$ cat src/rtl/lstm_seq_driver.sv
// Sequences host samples through an external LSTM cell, one recurrent timestep in flight at a time.
// Optional feature: define LSTM_SEQ_STATE_CLEAR_EN to zero h/C after each last-tagged timestep.
module lstm_seq_driver #(
    parameter int unsigned WIDTH = 16,
    parameter int unsigned DEPTH = 8
) (
    input  logic                    clk,
    input  logic                    rst,
    input  logic signed [WIDTH-1:0] s_data,
    input  logic                    s_valid,
    output logic                    s_ready,
    input  logic                    s_last,
    output logic signed [WIDTH-1:0] x_in,
    output logic                    x_valid,
    input  logic                    x_ready,
    output logic signed [WIDTH-1:0] h_in,
    output logic signed [WIDTH-1:0] C_in,
    input  logic signed [WIDTH-1:0] y_out,
    input  logic signed [WIDTH-1:0] C_out,
    input  logic                    y_valid,
    output logic signed [WIDTH-1:0] m_data,
    output logic                    m_valid,
    input  logic                    m_ready,
    output logic                    m_last,
    output logic [15:0]             step_cnt,
    output logic                    err_unexp
);

    localparam int unsigned AW = $clog2(DEPTH);

    typedef enum logic [1:0] {StIdle, StIssue, StWait} state_e;

    state_e state_q, state_d;

    // Sample FIFO: extra pointer bit distinguishes full from empty.
    logic [WIDTH:0]  mem [DEPTH];
    logic [AW:0]     wr_ptr_q, rd_ptr_q;
    logic            full, empty, push, pop;
    logic [WIDTH:0]  head;
    logic            init_q;

    logic                    last_tag_q;
    logic                    capture;
    logic                    clr_q;
    logic signed [WIDTH-1:0] h_q, c_q;
    logic signed [WIDTH-1:0] m_data_q;
    logic                    m_valid_q, m_last_q;
    logic [15:0]             step_q;
    logic                    err_q;

    assign empty = (wr_ptr_q == rd_ptr_q);
    assign full  = (wr_ptr_q[AW] != rd_ptr_q[AW]) &&
                   (wr_ptr_q[AW-1:0] == rd_ptr_q[AW-1:0]);
    assign head  = mem[rd_ptr_q[AW-1:0]];

    assign s_ready = init_q && !full;
    assign push    = s_valid && s_ready;

    always_ff @(posedge clk) begin
        if (push) begin
            mem[wr_ptr_q[AW-1:0]] <= {s_last, s_data};
        end
    end

    // Issue only when the result slot will be free, so a capture never overwrites.
    always_comb begin
        state_d = state_q;
        pop     = 1'b0;
        capture = 1'b0;
        x_valid = 1'b0;
        unique case (state_q)
            StIdle: begin
                if (!empty && (!m_valid_q || m_ready)) begin
                    state_d = StIssue;
                end
            end
            StIssue: begin
                x_valid = 1'b1;
                if (x_ready) begin
                    pop     = 1'b1;
                    state_d = StWait;
                end
            end
            StWait: begin
                if (y_valid) begin
                    capture = 1'b1;
                    state_d = StIdle;
                end
            end
            default: state_d = StIdle;
        endcase
    end

    assign x_in      = (state_q == StIssue) ? head[WIDTH-1:0] : '0;
    assign h_in      = h_q;
    assign C_in      = c_q;
    assign m_data    = m_data_q;
    assign m_valid   = m_valid_q;
    assign m_last    = m_last_q;
    assign step_cnt  = step_q;
    assign err_unexp = err_q;

    always_ff @(posedge clk or negedge rst) begin
        if (!rst) begin
            state_q    <= StIdle;
            wr_ptr_q   <= '0;
            rd_ptr_q   <= '0;
            init_q     <= 1'b0;
            last_tag_q <= 1'b0;
            clr_q      <= 1'b0;
            h_q        <= '0;
            c_q        <= '0;
            m_data_q   <= '0;
            m_valid_q  <= 1'b0;
            m_last_q   <= 1'b0;
            step_q     <= '0;
            err_q      <= 1'b0;
        end else begin
            state_q <= state_d;
            init_q  <= 1'b1;
            clr_q   <= capture && last_tag_q;

            if (push) begin
                wr_ptr_q <= wr_ptr_q + 1'b1;
            end
            if (pop) begin
                rd_ptr_q   <= rd_ptr_q + 1'b1;
                last_tag_q <= head[WIDTH];
            end

            if (capture) begin
                m_data_q  <= y_out;
                m_last_q  <= last_tag_q;
                m_valid_q <= 1'b1;
            end else if (m_valid_q && m_ready) begin
                m_valid_q <= 1'b0;
                m_last_q  <= 1'b0;
            end

            if (capture) begin
                step_q <= step_q + 16'd1;
            end else if (clr_q) begin
                step_q <= '0;
            end

            if (capture) begin
                h_q <= y_out;
                c_q <= C_out;
`ifdef LSTM_SEQ_STATE_CLEAR_EN
            end else if (clr_q) begin
                h_q <= '0;
                c_q <= '0;
`endif
            end

            if (y_valid && (state_q != StWait)) begin
                err_q <= 1'b1;
            end
        end
    end

endmodule

$ cat config.mk
export PLATFORM = sky130hd
export DESIGN_NAME = lstm_seq_driver
export DESIGN_NICKNAME = d
export VERILOG_FILES = /design/src/rtl/lstm_seq_driver.sv
export SDC_FILE = /design/constraint.sdc
export NUM_CORES = 1
export LEC_CHECK = 0
export ABC_CLOCK_PERIOD_IN_PS = 3970
export BUFFER_PORTS_ARGS = -buffer_cell sky130_fd_sc_hd__clkbuf_2
export CAP_MARGIN = 30
export CORE_ASPECT_RATIO = 0.9
export CORE_MARGIN = 2
export CORE_UTILIZATION = 30
export DETAILED_ROUTE_END_ITERATION = 16
export GPL_TIMING_DRIVEN = 0
export PLACE_DENSITY = 0.52
export SLEW_MARGIN = 40
export SYNTH_ARGS = -nofsm -noshare
export SYNTH_HDL_FRONTEND = slang
export SYNTH_SLANG_ARGS = --single-unit
export TNS_END_PERCENT = 50
$ cat constraint.sdc
create_clock -name clk -period 3.97 [get_ports clk]
set_input_delay 0.1985 -clock clk [delete_from_list [all_inputs] [get_ports clk]]
set_output_delay 0.1985 -clock clk [all_outputs]
set_load 0.1 [all_outputs]
-- Yosys cells after proc, flatten, opt, wreduce, memory -nomap -nowiden
Memory sizes are Yosys's and may differ from the RTL's.
Cells that the tools add are included.
- memories: 1
- register bits after elaboration: 64
- input bits: 55
- RAM bits: 136
- output and inout bits: 85
- logic and storage cells: 57
- reduce and logical (&&, ||, !) cells: 15
- multiplexer cells: 17
- add/subtract/negate cells: 3
- eq/ne operators: 9
- memories (name ; words ; bits a word ; read ports ; clocked after memory_dff ; wr ports ; RTL line ; source):
    mem ; 8 ; 17 ; 1 ; 0 ; 1 ; 36 ; logic [WIDTH:0] mem [DEPTH];
- operators by type and width (kind ; number):
    $mux 16 ; 3
    $add 16x1->16 const B ; 1
    $mux 1 ; 10
    $add 4x1->4 const B ; 2
    $ne 2x2->1 const B ; 4
    $logic_and 1x1->1 ; 7
    $mux 2 ; 3
    $pmux 2 s3 ; 1
    $eq 4x4->1 ; 1
    $reduce_bool 2->1 ; 2
    $eq 3x3->1 ; 1
    $logic_not 1->1 ; 3
    $reduce_and 3->1 ; 1
    $eq 2x1->1 const B ; 1
    $eq 2x2->1 const B ; 1
    $logic_not 2->1 ; 1
    $logic_or 1x1->1 ; 1
    $ne 1x1->1 ; 1

-- Longest topological paths before layout
Gate-level depths: netlist of the first run.
- depth after elaboration: 7
- gate-level depth with buffers: 6
- mapped depth without buffers: 5

-- Least setup slack after synthesis of the first run
No wires, ideal clock.
- kind: register to register
- from: register wr_ptr_q[0]
- to: memory mem[0][0] (netlist bit), enable pin
- arrival: 2.365 ns
- path slack: 1.193 ns
- cell stages (with the launch flop): 6
- required time: 3.557 ns
- library setup time: 0.413 ns
- period minus slack after synthesis: 2.777 ns
- buffers on the path: 1
- cell sequence: dfrtp_1 > buf_2 > xnor2_1 > a41oi_2 > nand2b_1 > nor3_1
- longest elaborated chain between the ends: 7
- ends and longest elaborated chain (what ; RTL line ; source):
    start, declared ; 37 ; logic [AW:0] wr_ptr_q, rd_ptr_q;
    start signal, assigned ; 124 ; wr_ptr_q <= wr_ptr_q + 1'b1;
    $eq 3x3->1 ; 53 ; (wr_ptr_q[AW-1:0] == rd_ptr_q[AW-1:0]);
    $logic_and 1x1->1 ; 52 ; assign full = (wr_ptr_q[AW] != rd_ptr_q[AW]) &&
    $logic_not 1->1 ; 56 ; assign s_ready = init_q && !full;
    $logic_and 1x1->1 ; 56 ;
    $logic_and 1x1->1 ; 57 ; assign push = s_valid && s_ready;
    $mux 1 ; 60 ; if (push) begin
    $mux 1 (not written as such) ; 61 ; mem[wr_ptr_q[AW-1:0]] <= {s_last, s_data};
    end, declared ; 36 ;
Several ways; a longest one is shown, not always the timed one.

-- Worst setup path after layout of the first run
- from: register rd_ptr_q[1]
- to: output x_in[4]
- longest elaborated chain between the ends: 2
- ends and longest elaborated chain (what ; RTL line ; source):
    start, declared ; 37 ;
    start signal, assigned ; 127 ; rd_ptr_q <= rd_ptr_q + 1'b1;
    $mem_v2 8x17 ; n/a ;
    $mux 16 ; 94 ; assign x_in = (state_q == StIssue) ? head[WIDTH-1:0] : '0;
    end, declared ; 13 ; output logic signed [WIDTH-1:0] x_in,
Every way passes these cells.

==> impl_results.md, run 1 <==
- CP Class: reg2out
- Core Rows: 56
- IO Port Bufs: 139
- Initial drt markers: 260
- Top-area cell type share of the netlist area: 50.5%
- Commonest cells post-synth: edfxtp_1 (136), nand2_1 (115), dfrtp_1 (64)
- Number of cells produced by synthesis: 530
- GR Util All Layers: between 10% and 20%
- Final worst slack: 1.02 ns
- Worst hold path startpoint: y_valid
- GRT overflow: 0
- Number of antenna violations at the first check in global routing: 1
- First-pass detailed-route iteration total: 4
- IO Pins: 140
- Overall die width: 177 um
- Resize count post-CTS: 0
- FFs w/ async S/R, synth: 32.0%
- Slew HR: ~43%
- Hpwl dp: 13100 um
- CP startpoint kind: register
- Worst endpoint required time: 3.77 ns
- GPL Wtd Cong: 0.804
- Tcrit/Tclk final: 74.3%
- CP Max Fanout: 10
- F_max: 0.339 GHz
- DRC: 0
- Layout cells sized above 1: a little over a third
- Dominant cells by area after synthesis: edfxtp_1 (51%), dfrtp_1 (20%), mux4_2 (9.5%)
- Sequential area share after synthesis: 70.3%
- Avg Inst Size Synth: ~15 um^2
- Clk root buf: clkbuf_16
- Die area: 28300 um^2
- Post-synth EDFFs: 136
- Vias/cell: ~4.6
- Antenna cells: 0
- Final hold viol count: 0
- Post-CTS setup buffer count: 0
- Mapped Area: 8090 um^2
- CP max-delay cell: clkbuf_1
- R2R cell count: 7
- Sequential cell area: 5690 um^2
- Largest net degree at the start of global routing: 65
- RSZ-0062 raised after global routing: no
- Longest Clk Path Bufs: 2
- Outcome: finished clean
- Setup Viol. Count Final: 0
- P&R area growth vs syn: 27.5%
- Worst-path cell chain: buf_4 -> clkbuf_1 -> mux4_2 -> mux2i_1 -> nor2_1 -> clkbuf_2
- Nets@finish: 790
- Worst r2r src: wr_ptr_q[0]
- Pre-CTS WS: 1.28 ns
- CTS tree: done
- Worst skew pair latency: 0.43 ns
- Area leader, netlist: edfxtp_1
- Worst r2r dst: mem[0][4]
- Max Slew Vio Count: 0
- Routed Wire Length: 19100 um
- Syn_nets: 588
- Delay of the slowest critical-path stage: between 0.6 and 0.7 ns
- Endpoint, Worst Hold: state_q[1]
- Crit path capture type: output pin
- #FFs+latches synth: 200
- Most frequent cell after synthesis: edfxtp_1
- Multi-input combinational cell area: 2170 um^2
- Routed wire per std cell: 17.5 um
- H-tree levels: 4
- First-pass GRT wire length: about 29000 um
- Final setup TNS: 0 ns
- Critical Path AT: 2.75 ns
- Worst hold path type: in2reg
- Final ANT Viol Nets: 0
- Clock tree sinks: 200
- Core footprint: 26300 um^2
- Synth cell types: 47
- Vias in the first global route: 5132
- Fill count: 2461
- Slew @ Worst Pin: roughly 0.86 ns
- Num CTS Buffers: 17
- Clock skew: 0.0122 ns
- Period minus WS final: approximately 3 ns
- Die Y: 160 um
- CTS clk-pin slew, worst paths: 0.08 ns
- Max-cap viol count: 0
- Synth warn: 0
- Initial Utilization: between 30% and 40%
- Hold path cells: 2
- Vias: 5012
- R2R setup slack: approximately 1.3 ns
- Ys flop type: edfxtp_1
==> cell families after synthesis <==
group | synth area share, %
buffers and inverters | 3.48
AOI/OAI and AO/OA | 2.34
and+or+nand+nor | 9.93
other | 0.0464
xor gates and xnor gates | 1.08
adders and majority gates | 0.464
muxes | 12.3
DFF | 70.3
==> metal layers <==
| layer | up-vias | track usage (%) | part of all wire [%] |
|---|---|---|---|
| met3 | 15 | 3.17 | 6.1 |
| met1 | 2499 | 17.5 | 44 |
| li1 | 2322 | - | - |
| met4 | 0 | 3.19 | 0.90 |
| met5 | - | 0 | 0 |
| met2 | 176 | 23.5 | 49 |
==> layout make-up <==
class | count | share of cell area [%]
Sequential cell | 200 | 55.1
Buffer | 42 | 2.52
Inverter | 6 | 0.218
Timing Repair Buffer | 183 | 11.1
Tap cell | 348 | 4.22
Clock buffer | 17 | 4.13
Clock inverter | 15 | 1.64
Multi-Input combinational cell | 282 | 21.0
==> how the worst max path moves through the flow <==
stage | startpoint | end | cells past startpoint
2_1_floorplan | wr_ptr_q[0] | mem[0][0] | 5
3_3_place_gp | rd_ptr_q[0] | mem[0][12] | 5
3_5_place_dp | wr_ptr_q[0] | mem[0][8] | 7
4_1_cts | rd_ptr_q[1] | x_in[4] | 6
5_1_grt | rd_ptr_q[1] | x_in[4] | 6
6_report | rd_ptr_q[1] | x_in[4] | 6
==> state kept, by name, indices dropped and copies added (netlist names) <==
name	flops
step_cnt	16
m_valid	1
err_unexp	1
clr_q	1
C_in	16
init_q	1
rd_ptr_q	4
mem	136
m_last	1
state_q	2
last_tag_q	1
m_data	16
wr_ptr_q	4
==> critical path: cells and delay by family, from the launching register on <==
family,cells,cell delay [ns]
buf+inv,3,1.36
mux,2,0.42
flops,1,0.35
simple gates,1,0.18
==> timing repair <==
item / CTS / global route
endpoints found under the hold margin: 96 / 0
hold buffers: 33 / 0
setup endpoints to repair: 0 / 0
==> per-stage QoR <==
| stage | hold slack (ns) | utilization (%) | std cells | cell area [um^2] |
|---|---|---|---|---|
| after floorplan | -0.0971 | - | 530 | 8090 |
| after global placement | 0.392 | 35.1 | 1017 | 9220 |
| after detailed placement | 0.224 | 35.7 | 1028 | 9390 |
| after CTS | 0.00435 | 39.2 | 1093 | 10300 |
| after global routing | 0.0376 | 39.2 | 1093 | 10300 |
| final | 0.0227 | 39.2 | 1093 | 10300 |
==> layout by cell type (no fill, tap or decap), types with 3 or more instances in the layout <==
cell type / count
edfxtp_1: 136
nand2b_1: 6
buf_4: 22
mux4_2: 34
a21oi_1: 6
clkbuf_1: 7
o21ai_0: 15
buf_1: 3
dlygate4sd3_1: 33
nor2_1: 20
dfrtp_1: 64
nand2_1: 115
clkbuf_2: 139
nand4_1: 4
ha_1: 3
mux2i_1: 21
buf_8: 5
nand3_1: 9
clkinv_8: 3
buf_2: 12
clkbuf_16: 17
inv_1: 5
inv_8: 5
xnor2_1: 7
nor2_4: 5
xor2_1: 3
Power of run 1 is left out: the tool's default activity adds up to more than one toggle a clock period on the data nets, which glitch-free logic cannot reach.
==> run 2: changes to the inputs <==
- ABC_CLOCK_PERIOD_IN_PS: 3970 -> 2700
- PLACE_DENSITY: 0.52 -> 0.54
- clock period: 3.97 -> 2.7 ns (I/O delays scaled with it)
==> impl_results.md, run 2 (synthesized netlist as in run 1, its figures left out) <==
- Placed cell count: 1027 (-0.097%)
- R2R setup slack: 0.21 ns (-1.10 ns)
- IO Port Bufs: 139 (unchanged)
- Initial Utilization: 30.8% (unchanged)
- Longest Clk Path Bufs: 2 (unchanged)
- Non-Filler Instances: 1111 (+1.6%)
- IO Pins: 140 (unchanged)
- GPL Wtd Cong: 0.725 (-9.8%)
- Number of antenna violations at the first check in global routing: 0 (-1)
- Hold path cells: 3 (+1)
- Clock tree sinks: 200 (unchanged)
- Endpoint, Worst Hold: m_last
- GRT overflow: 0 (unchanged)
- Final hold viol count: 0 (unchanged)
- Final ANT Viol Nets: 0 (unchanged)
- Worst r2r src: wr_ptr_q[0]
- Worst skew pair latency: 0.43 ns (about the same)
- Antenna cells: 0 (unchanged)
- Setup Viol. Count Final: 0 (unchanged)
- Worst hold path startpoint: m_ready
- Commonest non-fill, non-tap cells in the layout: edfxtp_1 (136), clkbuf_2 (129), nand2_1 (115)
- Largest net degree at the start of global routing: 65 (unchanged)
- Routed wire per std cell: 17.1 um (-2.0%)
- CP startpoint kind: register
- Slew @ Worst Pin: 0.618 ns (-0.244 ns)
- GR Util All Layers: 13.7% (about the same)
- Max reg flops: 136 (unchanged)
- Hpwl dp: 12300 um (-6.0%)
- Worst endpoint required time: 2.57 ns (-1.20 ns)
- Vias/cell: 4.55 (-0.78%)
- Period minus WS final: 2.56 ns
- R2R cell count: 7 (unchanged)
- Overall die width: 177 um (unchanged)
- Crit path capture type: output pin
- Max-cap viol count: 0 (unchanged)
- Critical Path AT: 2.43 ns (-0.32 ns)
- Tcrit/Tclk final: between 90% and 100%
- First-pass detailed-route iteration total: 4 (unchanged)
- Initial drt markers: 302 (+16%)
- Clk root buf: clkbuf_16
- Final setup TNS: 0 ns (unchanged)
- P&R area growth vs syn: 30.2%
- CP Class: reg2out
- Worst r2r dst: mem[4][8]
- Die Y: 160 um (unchanged)
- Fill count: 2514 (+2.2%)
- H-tree levels: 4 (unchanged)
- Vias in the first global route: 5034 (-1.9%)
- Core footprint: 26300 um^2 (unchanged)
- Die area: 28300 um^2 (unchanged)
- Nets@finish: 808 (+2.3%)
- DRC: 0 (unchanged)
- CP Max Fanout: 10 (unchanged)
- Num CTS Buffers: 17 (unchanged)
- CTS tree: done
- Post-CTS setup buffer count: 0 (unchanged)
- Vias: 5055 (+0.86%)
- F_max: 0.390 GHz
- Worst hold path type: in2reg
- RSZ-0062 raised after global routing: no
- Core Rows: 56 (unchanged)
- CTS clk-pin slew, worst paths: 0.08 ns (about the same)
- Layout Utilization: 40.1% (+0.83 points)
- Layout cells sized above 1: 35.3% (-0.72 points)
- Outcome: finished clean
- Most common cell after layout, fill and taps aside: edfxtp_1
- Routed Wire Length: 19000 um (-0.41%)
- Max Slew Vio Count: 0 (unchanged)
- Slew HR: 58.8% (+16 points)
- First-pass GRT wire length: 29000 um (-0.17%)
- Clock skew: 0.0108 ns (-0.00147 ns)
run 2: cell count changes in the layout (fill, tap and decap cells not counted), sizes merged:
cell / previous run / this run
clkbuf: 165 / 153
dlygate4sd3: 33 / 52
clkinvlp: 1 / 0
clkinv: 6 / 4
bufinv: 0 / 1
inv: 14 / 16
buf: 44 / 55
run 2: per-stage QoR:
stage | cell area [um^2] | setup WS [ns] | hold slack, ns
2_1_floorplan | 8090 | -0.0583 | -0.161
4_1_cts | 10500 | 0.0211 | 0.0164
3_3_place_gp | 9220 | -1.51 | 0.328
5_1_grt | 10500 | 0.00134 | 0.0806
3_5_place_dp | 9400 | 0.0886 | 0.172
6_report | 10500 | 0.137 | 0.0476
run 2: area by class of cell:
class	instances	area (um^2)	area share, %
Buffer	42	267	2.53
Clock buffer	17	425	4.04
Clock inverter	15	171	1.63
Inverter	6	22.5	0.214
Multi-Input combinational cell	282	2180	20.7
Sequential cell	200	5690	54.0
Tap cell	348	435	4.13
Timing Repair Buffer	201	1340	12.8
run 2: routing by layer:
layer,vias up,track usage [%],share of wire (%)
met5,-,0,0
met4,0,3.27,0.82
met3,11,3.24,6.2
met2,159,22.0,46
met1,2522,18.9,47
li1,2363,-,-
run 2: critical path, cell delays in order, from the launching register on:
cell and delay, ns:
dfrtp_1 0.36, buf_4 0.21, clkbuf_2 0.37, mux4_2 0.27, mux2i_1 0.06, nor2_1 0.23
buf_2 0.48
run 2: worst max-delay path by stage:
stage / slack [ns] / end / start / cells past startpoint
floorplan: -0.06 / mem[4][0] / wr_ptr_q[0] / 5
global placement: -1.51 / mem[4][7] / rd_ptr_q[0] / 5
detailed placement: 0.09 / mem[4][7] / wr_ptr_q[0] / 7
CTS: 0.02 / x_in[6] / rd_ptr_q[0] / 6
global route: 0.001 / x_in[1] / rd_ptr_q[0] / 6
finish: 0.14 / x_in[14] / rd_ptr_q[1] / 6
run 2: repair_timing:
item / CTS / global route
setup endpoints to repair: 16 / 17
hold endpoints to repair: 236 / 0
hold buffers: 52 / 0
gates resized for setup: 5 / 15
Power of run 2 is left out for the same reason.
